**src/rtl/keypad_scan_if.sv**
```systemverilog
// keypad_scan_if: keypad matrix lines plus the key-code output towards the ALU front end.
// master = scanner (drives columns and key outputs), slave = keypad/consumer side.
interface keypad_scan_if;
    logic [3:0] row_n;
    logic [3:0] col_n;
    logic [3:0] key_code;
    logic       key_valid;
    logic       key_down;

    modport master (
        input  row_n,
        output col_n, key_code, key_valid, key_down
    );

    modport slave (
        output row_n,
        input  col_n, key_code, key_valid, key_down
    );
endinterface

```
**src/rtl/keypad_scan.sv**
```systemverilog
// keypad_scan: 4x4 matrix keypad scanner and debouncer.
// Walks a one-cold active-low column select, debounces the first key seen,
// and emits {row, col} with a one-cycle key_valid strobe.
// Optional feature: define KEYPAD_REPEAT_EN for auto-repeat strobes while a key is held.
module keypad_scan #(
    parameter int SCAN_TICKS     = 100000,
    parameter int DEBOUNCE_TICKS = 20,
    parameter int REPEAT_TICKS   = 500
) (
    input  logic          clk,
    input  logic          reset,
    keypad_scan_if.master kp
);
    localparam int PW = (SCAN_TICKS > 1) ? $clog2(SCAN_TICKS) : 1;
    localparam int CW = $clog2(DEBOUNCE_TICKS + 1);
    localparam logic [PW-1:0] PRE_LAST = PW'(SCAN_TICKS - 1);
    localparam logic [CW-1:0] DB_LAST  = CW'(DEBOUNCE_TICKS - 1);

    localparam logic [1:0] ST_SCAN     = 2'd0;
    localparam logic [1:0] ST_DEBOUNCE = 2'd1;
    localparam logic [1:0] ST_HELD     = 2'd2;
    localparam logic [1:0] ST_RELEASE  = 2'd3;

    // Reject parameter values below their usable minimum at elaboration.
    if (SCAN_TICKS < 2 || DEBOUNCE_TICKS < 1 || REPEAT_TICKS < 1) begin : g_bad_param
        $error("keypad_scan: parameter below minimum");
    end

    logic [3:0]    rs1, rs_n;
    logic [PW-1:0] pre;
    logic          tick;
    logic [1:0]    state;
    logic [1:0]    c, r, det_r;
    logic [CW-1:0] cnt;
    logic          row_low;
    logic          rpt_hit;

    // Two-flop synchronizer; idle (all released) out of reset.
    always_ff @(posedge clk or posedge reset) begin
        if (reset) begin
            rs1  <= 4'hF;
            rs_n <= 4'hF;
        end else begin
            rs1  <= kp.row_n;
            rs_n <= rs1;
        end
    end

    // Scan-rate prescaler; tick is high for the last count of each period.
    always_ff @(posedge clk or posedge reset) begin
        if (reset) pre <= '0;
        else       pre <= tick ? '0 : pre + 1'b1;
    end

    assign tick = (pre == PRE_LAST);

    // Lowest-indexed low row wins when several rows are pressed.
    always_comb begin
        det_r = 2'd3;
        if (!rs_n[2]) det_r = 2'd2;
        if (!rs_n[1]) det_r = 2'd1;
        if (!rs_n[0]) det_r = 2'd0;
    end

    assign row_low  = ~rs_n[r];
    assign kp.col_n = ~(4'b1000 >> c);

`ifdef KEYPAD_REPEAT_EN
    localparam int RPW = $clog2(REPEAT_TICKS + 1);
    localparam logic [RPW-1:0] RP_LAST = RPW'(REPEAT_TICKS - 1);
    logic [RPW-1:0] rpt;

    // Repeat counter runs only while held; zero in every other state so entry starts clean.
    always_ff @(posedge clk or posedge reset) begin
        if (reset)                                rpt <= '0;
        else if (state != ST_HELD)                rpt <= '0;
        else if (tick && !row_low)                rpt <= '0;
        else if (tick)                            rpt <= rpt_hit ? '0 : rpt + 1'b1;
    end

    assign rpt_hit = (state == ST_HELD) && tick && row_low && (rpt == RP_LAST);
`else
    assign rpt_hit = 1'b0;
`endif

    // Scan / debounce / hold / release sequencer; all decisions happen on ticks.
    always_ff @(posedge clk or posedge reset) begin
        if (reset) begin
            state        <= ST_SCAN;
            c            <= 2'd0;
            r            <= 2'd0;
            cnt          <= '0;
            kp.key_code  <= 4'h0;
            kp.key_valid <= 1'b0;
            kp.key_down  <= 1'b0;
        end else begin
            kp.key_valid <= rpt_hit;
            if (tick) begin
                case (state)
                    ST_SCAN: begin
                        if (&rs_n) begin
                            c <= c + 2'd1;
                        end else begin
                            r   <= det_r;
                            cnt <= CW'(1);
                            if (DEBOUNCE_TICKS == 1) begin
                                kp.key_code  <= {det_r, c};
                                kp.key_valid <= 1'b1;
                                kp.key_down  <= 1'b1;
                                state        <= ST_HELD;
                            end else begin
                                state <= ST_DEBOUNCE;
                            end
                        end
                    end
                    ST_DEBOUNCE: begin
                        if (row_low) begin
                            cnt <= cnt + 1'b1;
                            if (cnt == DB_LAST) begin
                                kp.key_code  <= {r, c};
                                kp.key_valid <= 1'b1;
                                kp.key_down  <= 1'b1;
                                state        <= ST_HELD;
                            end
                        end else begin
                            state <= ST_SCAN;
                        end
                    end
                    ST_HELD: begin
                        if (!row_low) begin
                            cnt <= CW'(1);
                            if (DEBOUNCE_TICKS == 1) begin
                                kp.key_down <= 1'b0;
                                state       <= ST_SCAN;
                            end else begin
                                state <= ST_RELEASE;
                            end
                        end
                    end
                    ST_RELEASE: begin
                        if (!row_low) begin
                            cnt <= cnt + 1'b1;
                            if (cnt == DB_LAST) begin
                                kp.key_down <= 1'b0;
                                state       <= ST_SCAN;
                            end
                        end else begin
                            state <= ST_HELD;
                        end
                    end
                    default: state <= ST_SCAN;
                endcase
            end
        end
    end
endmodule

```
**src/flat_wrapper.sv**
```systemverilog
// flat-port wrapper written by rule: the top's interface ports become plain ports
module keypad_scan_flat 
#(
    parameter int SCAN_TICKS     = 100000,
    parameter int DEBOUNCE_TICKS = 20,
    parameter int REPEAT_TICKS   = 500
)
  (clk, reset, kp_row_n, kp_col_n, kp_key_code, kp_key_valid, kp_key_down);
  keypad_scan_if kp_i ();
  input  logic clk;
  input  logic reset;
  input wire logic [$bits(kp_i.row_n)-1:0] kp_row_n;
  output wire logic [$bits(kp_i.col_n)-1:0] kp_col_n;
  output wire logic [$bits(kp_i.key_code)-1:0] kp_key_code;
  output wire logic [$bits(kp_i.key_valid)-1:0] kp_key_valid;
  output wire logic [$bits(kp_i.key_down)-1:0] kp_key_down;
  assign kp_i.row_n = kp_row_n;
  assign kp_col_n = kp_i.col_n;
  assign kp_key_code = kp_i.key_code;
  assign kp_key_valid = kp_i.key_valid;
  assign kp_key_down = kp_i.key_down;
  keypad_scan #(.SCAN_TICKS(SCAN_TICKS), .DEBOUNCE_TICKS(DEBOUNCE_TICKS), .REPEAT_TICKS(REPEAT_TICKS)) u_core (.clk(clk), .reset(reset), .kp(kp_i));
endmodule
```
**config.mk**
```make
export PLATFORM = sky130hd
export DESIGN_NAME = keypad_scan_flat
export DESIGN_NICKNAME = d
export VERILOG_FILES = /design/src/rtl/keypad_scan_if.sv /design/src/rtl/keypad_scan.sv /design/src/flat_wrapper.sv
export SDC_FILE = /design/constraint.sdc
export NUM_CORES = 1
export LEC_CHECK = 0
export BUFFER_PORTS_ARGS = -buffer_cell sky130_fd_sc_hd__buf_2
export CAP_MARGIN = 10
export CORE_ASPECT_RATIO = 0.9
export CORE_MARGIN = 5
export CORE_UTILIZATION = 45
export CTS_BUF_LIST = sky130_fd_sc_hd__clkbuf_8
export CTS_CLUSTER_SIZE = 25
export DETAILED_ROUTE_END_ITERATION = 16
export HOLD_SLACK_MARGIN = 0.03
export PLACE_DENSITY_LB_ADDON = 0.2
export SYNTH_ARGS = -nofsm -noshare
export SYNTH_HDL_FRONTEND = slang
export SYNTH_SLANG_ARGS = --single-unit
```
**constraint.sdc**
```tcl
create_clock -name clk -period 4 [get_ports clk]
set_input_delay 0.8 -clock clk [delete_from_list [all_inputs] [get_ports clk]]
set_output_delay 0.8 -clock clk [all_outputs]
set_load 0.005 [all_outputs]
```
==> impl_metrics.tcl, run 1 <==
set metrics [dict create \
    cts-resized-gates 0 \
    yosysWarnings 0 \
    timing.final.crit_period_ps 2460 \
    synth.distinct_cells 42 \
    worst_pin_slew_ps 1020 \
    die_area_sq_mm 0.00589 \
    crit_buf_inv 0 \
    syn_area_per_cell_sq_um 11.3 \
    setup_tns_ps 0 \
    final_util 0.518 \
    post-synth-top-area-cell "dfrtp_1" \
    ios 16 \
    clk_pin_slew_ps 80 \
    finalPower_mw 0.784 \
    start_kind "flip-flop" \
    max_stage_delay_ps 750 \
    rsz0062_at_grt "false" \
    clk_latency_ps 280 \
    slew_viol_final 0 \
    hold_path.class "reg2reg" \
    cts_made_buffers 5 \
    synth-seq-area-share 0.529 \
    crit_family "simple AND/OR/NAND/NOR gates" \
    clock_sinks 42 \
    p_comb_frac 0.020 \
    crit_path_top_delay_cell "or4_1" \
    powerDensity_mw_per_mm2 346 \
    synth_edf_count 0 \
    initial_core_util 0.458 \
    cp_max_fo 14 \
    final_hold_viol_count 0 \
    die_h_microns 73.3 \
    drv_cap 0 \
    crit_chain "ha_1, and4_1, nand4_2, or4_1, mux2_4" \
    status "completed" \
    grt_max_degree 39 \
    power_leakage_nw 0.973 \
    area_growth_pct 13.0 \
    gp_congestion 0.800 \
    peakVddDrop_v 0.000234 \
    period_share 0.615 \
    hpwlAfterDp_microns 2730 \
    final.setup_skew_ps 8.08 \
    ys_ff_latch 42 \
    critPathKind "reg2reg" \
    synth_cells 177 \
    grtUsageTotal 0.146 \
    antenna_left 0 \
    clock.fmax_ghz 0.407 \
    syn_nets 189 \
    pre_cts_slack_ps 1600 \
    wl_per_cell_microns 14.3 \
    wirelength_microns 3700 \
    core-area_sq_mm 0.00437 \
    switchingPower_mw 0.147 \
    cts_tree "built" \
    io_buffer_count 15 \
    yosys-top-cells-area "dfrtp_1 (42%), dfstp_2 (10%), xnor2_1 (5.7%)" \
    clockBufferDepth 2 \
    fin_cells 259 \
    synth-main-ff-cell "dfrtp_1" \
    num_rows 23 \
    htreeDepth 2 \
    swShare 0.188 \
    postCtsSetupBuffers 0 \
    yosysMostFrequentCell "dfrtp_1" \
    syn_area_sq_mm 0.00200 \
    drive_gt1_frac 0.228 \
    dp_cells 251 \
    seq_power_share 0.554 \
    diodes 0 \
    p_clk_frac 0.427 \
    drc 0 \
    maxSlewHeadroom 0.312 \
    via_per_inst 5.53 \
    cts_root_buffer "clkbuf_8" \
    yosysTopAreaCellShare 0.424 \
    first_pass_iters 4 \
    drtIter0Drc 178 \
    crit_path_end_kind "flip-flop" \
    finish.net_count 208 \
    ctsHoldBuffers 0 \
    num_vias 1432 \
    antenna_found_initial 0 \
    internal_power_mw 0.637 \
    die_w_microns 80.4 \
    worst_slack_ps 1540 \
    async_flop_share 1.00 \
    arrival_ps 2630 \
    grt_pass1_wl_microns 6690 \
    synthTopCellsByCount "dfrtp_1 (34), inv_1 (16), xnor2_1 (13)" \
    grt_pass1_vias 1441 \
    finalSetupViolations 0 \
    grt_overflow 0 \
    crit_required_ps 4170 \
]
[layer usage]
metal	up-vias	global-route usage	part of all wire
li1	670	-	-
met1	714	0.200	0.47
met2	44	0.233	0.47
met3	4	0.0429	0.051
met4	0	0.0281	0.0073
met5	-	0	0
[metrics by stage]
stage	hold slack (ps)	area, sq um
2_1_floorplan	345	2000
3_3_place_gp	346	2150
3_5_place_dp	347	2150
4_1_cts	358	2260
5_1_grt	361	2260
6_report	357	2260
[cells by family after synthesis]
group                    after synthesis  synth area share
buffers and inverters                 20            0.0381
AO/OA/AOI/OAI                         18            0.0674
adder cells (fa/ha/maj)                6            0.0375
multiplexers                          12            0.0718
AND/OR/NAND/NOR                       65             0.195
flip-flops                            42             0.529
XOR/XNOR                              14            0.0612
[power groups by stage]
stage | Combinational [mW] | Clock [mW] | Sequential [mW]
5_1_grt | 0.0186 | 0.367 | 0.435
4_1_cts | 0.0163 | 0.346 | 0.434
2_1_floorplan | 0.0102 | 0 | 0.442
3_3_place_gp | 0.0160 | 0 | 0.442
3_5_place_dp | 0.0163 | 0 | 0.442
6_report | 0.0155 | 0.335 | 0.434
[final cells by class]
class | count | area (sq um)
multi-input cells | 115 | 867
clock buffers | 6 | 82.6
repair buffers | 16 | 82.6
clock inverters | 2 | 33.8
well taps | 62 | 77.6
fillers | 427 | 2110
inverters | 16 | 60.1
flip-flops and latches | 42 | 1060
[final timing paths]
check	to	depth (start not counted)	startpoint	slack, ps
worst min-delay path	u_core.rs_n[0]$_DFF_PP1_	0	u_core.rs1[0]$_DFF_PP1_	360
min in group asynchronous	u_core.rs1[2]$_DFF_PP1_	2	reset	590
worst min register to register	u_core.rs_n[0]$_DFF_PP1_	0	u_core.rs1[0]$_DFF_PP1_	360
max in group asynchronous	u_core.rs_n[3]$_DFF_PP1_	3	reset	2900
worst max register to register	u_core.cnt[0]$_DFFE_PP0P_	5	u_core.pre[0]$_DFF_PP0_	1540
worst max-delay path	u_core.cnt[0]$_DFFE_PP0P_	5	u_core.pre[0]$_DFF_PP0_	1540
[sequential cells by signal (all words and copies together) (netlist names), named ones only]
signal               cells
u_core.kp.key_down       1
u_core.r                 2
u_core.state             1
u_core.pre              17
u_core.rs_n              4
u_core.kp.key_valid      1
u_core.c                 2
u_core.rs1               4
u_core.cnt               5
u_core.kp.key_code       4
[layout by cell type (no fill, tap or decap), types with 2 or more instances in the layout]
master     instances
nand3_1            8
dfstp_2            8
o31ai_1            2
or3_1              2
nor4_1             3
inv_1             17
and3_1             3
nor2_1            11
nor4b_2            2
o211ai_1           3
clkbuf_8           6
nor4b_1            2
mux2i_1            5
nand2b_1           2
buf_2             15
o41ai_1            3
nor3_1             5
xnor2_1           13
mux2_2             5
ha_1               6
a2bb2oi_1          2
dfrtp_1           34
a21oi_1            3
nand2_1            9
nand3b_1           4
nand4_1            6
No activity file was read; power rests on OpenSTA's default activity.
==> inputs of run 2 (changes only) <==
--- a/config.mk
+++ b/config.mk
@@ -5,6 +5,7 @@
 export SDC_FILE = /design/constraint.sdc
 export NUM_CORES = 1
 export LEC_CHECK = 0
+export ABC_AREA = 1
 export BUFFER_PORTS_ARGS = -buffer_cell sky130_fd_sc_hd__buf_2
 export CAP_MARGIN = 10
 export CORE_ASPECT_RATIO = 0.9
==> constraint.sdc (replaced) <==
create_clock -name clk -period 2.17 [get_ports clk]
set_input_delay 0.434 -clock clk [delete_from_list [all_inputs] [get_ports clk]]
set_output_delay 0.434 -clock clk [all_outputs]
set_load 0.005 [all_outputs]
==> run 2 against run 1 <==
Synthesized cell count increased by 62%. Critical endpoint is now u_core.c[1]$_DFFE_PP0P_. Largest cell class unchanged. Routed wire length rose by 13%. Register-to-register slack lost 970 ps. Synthesized area grew 13%. First-iteration DRC count down 61%. Critical path depth rose by 4. Fmax rose by 54%. Core utilization is 0.13 points higher. Design area increased by 11%.
==> impl_metrics.tcl, run 2 <==
set metrics [dict create \
    post-synth-top-area-cell "dfrtp_1" \
    use_met3 0.0364 \
    final_util 0.519 \
    fill_cells 487 \
    cts_root_buffer "clkbuf_8" \
    reg2reg_from "u_core.pre[0]$_DFF_PP0_" \
    cts_tree "built" \
    antenna_left 0 \
    yosys.area_share.simple 0.323 \
    arrival_ps 1780 \
    start_kind "flip-flop" \
    critPathKind "reg2reg" \
    die_h_microns 77.2 \
    globalRoute.busiestLayer "met2" \
    crit_path_end_kind "flip-flop" \
    power_leakage_nw 1.31 \
    drtIter0Drc 69 \
    via_per_inst 4.75 \
    synth.distinct_cells 27 \
    wirelength_microns 4190 \
    drv_cap 0 \
    antenna_found_initial 0 \
    largest_reg_flops 17 \
    async_flop_share 1.00 \
    timing.final.crit_period_ps 1600 \
    htreeDepth 2 \
    setup_tns_ps 0 \
    num_rows 24 \
    diodes 0 \
    grt_max_degree 22 \
    grt.met1_usage 0.196 \
    hold_ws_ps 169 \
    clockBufferDepth 2 \
    rrSetupSlack_ps 570 \
    rr_worst_depth 9 \
    layout_commonest_cell "nand2_1" \
    synth_top_family_by_area "simple AND/OR/NAND/NOR gates" \
    period_share 0.736 \
    clock_sinks 42 \
    cp_max_fo 6 \
    yosysTopAreaCellShare 0.377 \
    io_buffer_count 15 \
    clk_latency_ps 290 \
    grt_pass1_vias 1694 \
    postCtsSetupBuffers 0 \
    synthXorXnorAreaFrac 0.0349 \
    peakVddDrop_v 0.000381 \
    ctsHoldBuffers 0 \
    clk_pin_slew_ps 80 \
    core-area_sq_mm 0.00486 \
    syn_nets 299 \
    grtUsageTotal 0.141 \
    multi_input_area_sq_mm 0.00101 \
    cts_made_buffers 5 \
    syn_area_per_cell_sq_um 7.87 \
    synth_cells 287 \
    crit_start "u_core.pre[0]$_DFF_PP0_" \
    reg_top3 "u_core.pre x17, u_core.cnt x5" \
    syn_area_sq_mm 0.00226 \
    layout.cells.most_common_list "nand2_1 (71), inv_1 (42), nor2_1 (38)" \
    synth_edf_count 0 \
    grt_pass1_wl_microns 7490 \
    final_hold_viol_count 0 \
    ff_latch_area_sq_mm 0.00106 \
    r2r-end "u_core.c[1]$_DFFE_PP0P_" \
    initial_core_util 0.465 \
    yosys-top-cells-area "dfrtp_1 (38%), nand2_1 (12%), dfstp_2 (9.3%)" \
    cts-resized-gates 0 \
    clock.fmax_ghz 0.627 \
    worst_pin_slew_ps 727 \
    finish.net_count 321 \
    first_pass_iters 4 \
    synth-compound-area-share 0.0554 \
    final.setup_skew_ps 9.20 \
    rsz0062_at_grt "false" \
    slew_viol_final 0 \
    pre_cts_slack_ps 566 \
    synth-seq-area-share 0.470 \
    hpwlAfterDp_microns 3210 \
    use_met2 0.209 \
    maxSlewHeadroom 0.512 \
    synthTopCellsByCount "nand2_1 (71), inv_1 (41), nor2_1 (38)" \
    ys_ff_latch 42 \
    area_growth_pct 11.7 \
    gp_congestion 0.905 \
    grt_overflow 0 \
    drc 0 \
    drive_gt1_frac 0.194 \
    worst_slack_ps 574 \
    die_w_microns 84.7 \
    crit_required_ps 2350 \
    synthAdderAreaFrac 0.0332 \
    crit_end "u_core.c[1]$_DFFE_PP0P_" \
    finalSetupViolations 0 \
    powerDensity_mw_per_mm2 564 \
    ios 16 \
    status "completed" \
    yosysMostFrequentCell "nand2_1" \
    num_vias 1782 \
    synth-main-ff-cell "dfrtp_1" \
    yosysWarnings 0 \
    wl_per_cell_microns 11.2 \
    synthMuxAreaShare 0 \
    largest_register "u_core.pre" \
    hold_path.class "in2async" \
    die_area_sq_mm 0.00654 \
]
[run 2: per-layer routing]
layer / part of all wire / wire length [microns]
met5: 0 / 0
met4: 0.016 / 66
met3: 0.059 / 249
met2: 0.42 / 1770
met1: 0.50 / 2100
[run 2: cell families (layout without fill, tap and decap cells)]
kind of cell    after synthesis  in the layout
simple gates                159            159
buf+inv                      49             72
flops                        42             42
compound gates               22             22
xor+xnor                      9              9
fa+ha+maj                     6              6
[run 2: how the worst min path moves through the flow]
stage,end,slack [ps],from
after floorplan,u_core.rs_n[0]$_DFF_PP1_,350,u_core.rs1[0]$_DFF_PP1_
after global placement,u_core.rs_n[3]$_DFF_PP1_,350,u_core.rs1[3]$_DFF_PP1_
after detailed placement,u_core.rs_n[3]$_DFF_PP1_,350,u_core.rs1[3]$_DFF_PP1_
final,u_core.kp.key_code[2]$_DFFE_PP0P_,170,reset
after CTS,u_core.kp.key_code[2]$_DFFE_PP0P_,180,reset
after global routing,u_core.kp.key_code[2]$_DFFE_PP0P_,210,reset
[run 2: cell type report]
class	instances	area share
clock inverter	3	0.0149
clock buffer	5	0.0273
sequential	42	0.420
timing repair buffer	17	0.0357
inverter	47	0.0699
tap	65	0.0322
multi-input combinational	196	0.400
[run 2: critical path, cell delays in order (launching register included)]
cell and delay, ps:
dfrtp_1 390, ha_1 180, nand2_1 80, inv_2 80, nand2_2 60, nor2_4 130
and2_1 320, nand2_4 80, o21ai_1 120, inv_1 40
[run 2: where the power goes]
part	leakage, nW	switching, mW	internal, mW	total [mW]
clock network	0.0607	0.255	0.335	0.590
logic	0.708	0.0257	0.0100	0.0357
registers	0.545	0.00374	0.796	0.799
[run 2: per-stage QoR]
step	total power, mW	cell area, sq um	instances
6_report	1.42	2520	375
5_1_grt	1.49	2520	375
4_1_cts	1.45	2520	375
3_5_place_dp	0.852	2420	367
3_3_place_gp	0.851	2420	367
2_1_floorplan	0.837	2260	287
==> inputs of run 3 (changes only) <==
==> constraint.sdc (replaced) <==
create_clock -name clk -period 1.6 [get_ports clk]
set_input_delay 0.32 -clock clk [delete_from_list [all_inputs] [get_ports clk]]
set_output_delay 0.32 -clock clk [all_outputs]
set_load 0.005 [all_outputs]
==> run 3 against run 2 <==
Clock power is 9.8% higher. Worst hold slack worse by 120 ps. Highest routed layer unchanged. Cell count is 1.6% higher. Critical endpoint is now u_core.kp.key_code[2]$_DFFE_PP0P_.
==> impl_metrics.tcl, run 3 (synthesis results as in run 2) <==
set metrics [dict create \
    status "completed" \
    crit_chain "ha_2, nand2_2, inv_2, nand2_2, nor2_4, nand2_4, nor2_4, nand2_4, nand2_1, o21ai_1" \
    layout_commonest_cell "nand2_1" \
    clock_sinks 42 \
    rr_worst_depth 10 \
    diodes 0 \
    cts_root_buffer "clkbuf_8" \
    pre_cts_slack_ps 8.29 \
    num_vias 1810 \
    antenna_left 0 \
    drc 0 \
    crit_path_end_kind "flip-flop" \
    maxSlewHeadroom 0.848 \
    grt_overflow 0 \
    final.setup_skew_ps 12.7 \
    reg2reg_from "u_core.pre[1]$_DFF_PP0_" \
    drtIter0Drc 66 \
    cp_max_fo 10 \
    setup_tns_ps 0 \
    via_per_inst 4.75 \
    rsz0062_at_grt "true" \
    clk_pin_slew_ps 80 \
    crit_start "u_core.pre[1]$_DFF_PP0_" \
    rrSetupSlack_ps 70 \
    hpwlAfterDp_microns 3160 \
    core-area_sq_mm 0.00486 \
    die_w_microns 84.7 \
    max_stage_delay_ps 370 \
    crit_end "u_core.kp.key_code[2]$_DFFE_PP0P_" \
    grt_pass1_vias 1664 \
    slew_viol_final 0 \
    clk_latency_ps 290 \
    grt_pass1_wl_microns 7570 \
    reg_top3 "u_core.pre x17, u_core.cnt x5" \
    peakVddDrop_v 0.000529 \
    drive_gt1_frac 0.269 \
    die_area_sq_mm 0.00654 \
    hold_path.class "in2async" \
    grtUsageTotal 0.144 \
    gp_congestion 0.885 \
    worst_pin_slew_ps 226 \
    cts_made_buffers 5 \
    ios 16 \
    die_h_microns 77.2 \
    crit_cells 10 \
    wirelength_microns 4380 \
    finish.net_count 327 \
    crit_family "simple AND/OR/NAND/NOR gates" \
    largest_reg_flops 17 \
    grt_max_degree 43 \
    drv_cap 0 \
    wl_per_cell_microns 11.5 \
    crit_required_ps 1780 \
    crit_buf_inv 1 \
    powerDensity_mw_per_mm2 676 \
    final_hold_viol_count 0 \
    first_pass_iters 4 \
    critPathKind "reg2reg" \
    htreeDepth 2 \
    clock.fmax_ghz 0.654 \
    layout.cells.most_common_list "nand2_1 (67), inv_1 (41), nor2_1 (34)" \
    worst_slack_ps 71.3 \
    clockBufferDepth 2 \
    ctsHoldBuffers 0 \
    crit_path_top_delay_cell "dfrtp_1" \
    hold_ws_ps 45.3 \
    io_buffer_count 15 \
    power_leakage_nw 1.36 \
    largest_register "u_core.pre" \
    r2r-end "u_core.kp.key_code[2]$_DFFE_PP0P_" \
    period_share 0.955 \
    area_growth_pct 16.8 \
    num_rows 24 \
    initial_core_util 0.465 \
    timing.final.crit_period_ps 1530 \
    cts_tree "built" \
    antenna_found_initial 0 \
    start_kind "flip-flop" \
    finalSetupViolations 0 \
    arrival_ps 1700 \
]
## run 3: changes by cell type in the layout (fill, tap and decap cells not counted), moves of 2 or more
cell      previous run  this run
nor2_1              38        34
nand3_2              0         6
clkinv_2             0         2
nand3_1             21        15
buf_6                0         2
nand2_2              8        10
nor2_2               5         8
nand2_1             71        67
ha_2                 0         2
buf_4                2         5
ha_1                 6         4
nand2_4              2         4
## run 3: final cells by class
class	instances	area [sq um]
Clock buffer	5	68.8
Clock inverter	3	13.8
Fill cell	463	2230
Inverter	47	176
Multi-Input combinational cell	196	1080
Sequential cell	42	1060
Tap cell	65	81.3
Timing Repair Buffer	23	155
## run 3: tightest hold or removal path, cell delays in order
cell	delay (ps)
buf_2	100
clkinv_1	60
buf_12	230
## run 3: how the worst min path moves through the flow
stage                               end  slack [ps]  depth (start not counted)               startpoint
2_1_floorplan   u_core.rs1[0]$_DFF_PP1_         320                          0              kp_row_n[0]
3_3_place_gp   u_core.rs_n[2]$_DFF_PP1_         350                          0  u_core.rs1[2]$_DFF_PP1_
3_5_place_dp   u_core.rs_n[1]$_DFF_PP1_         350                          0  u_core.rs1[1]$_DFF_PP1_
4_1_cts        u_core.pre[15]$_DFF_PP0_          50                          3                    reset
5_1_grt        u_core.pre[15]$_DFF_PP0_          60                          3                    reset
6_report       u_core.pre[15]$_DFF_PP0_          50                          3                    reset
## run 3: stage by stage
| step | util | std cells | total power [mW] | instance area (sq um) |
|---|---|---|---|---|
| floorplan | - | 287 | 1.13 | 2260 |
| global route | 0.542 | 381 | 1.87 | 2640 |
| finish | 0.542 | 381 | 1.78 | 2640 |
| global placement | 0.504 | 370 | 1.16 | 2450 |
| detailed placement | 0.504 | 370 | 1.16 | 2450 |
| CTS | 0.521 | 378 | 1.81 | 2540 |
## run 3: where the power goes
group          internal (mW)  leakage, nW  switching [mW]
clock network          0.296       0.0491           0.351
logic                 0.0159        0.764          0.0356
registers               1.08        0.543         0.00535
## run 3: layer usage
metal	global-route usage	share of wire
met2	0.208	0.43
met4	0.0680	0.019
met1	0.200	0.49
met5	0	0
met3	0.0386	0.051
## run 3: timing repair
action / CTS / global route
setup endpoints to repair: 0 / 20
buffers inserted: 0 / 3
resized for setup: 0 / 23
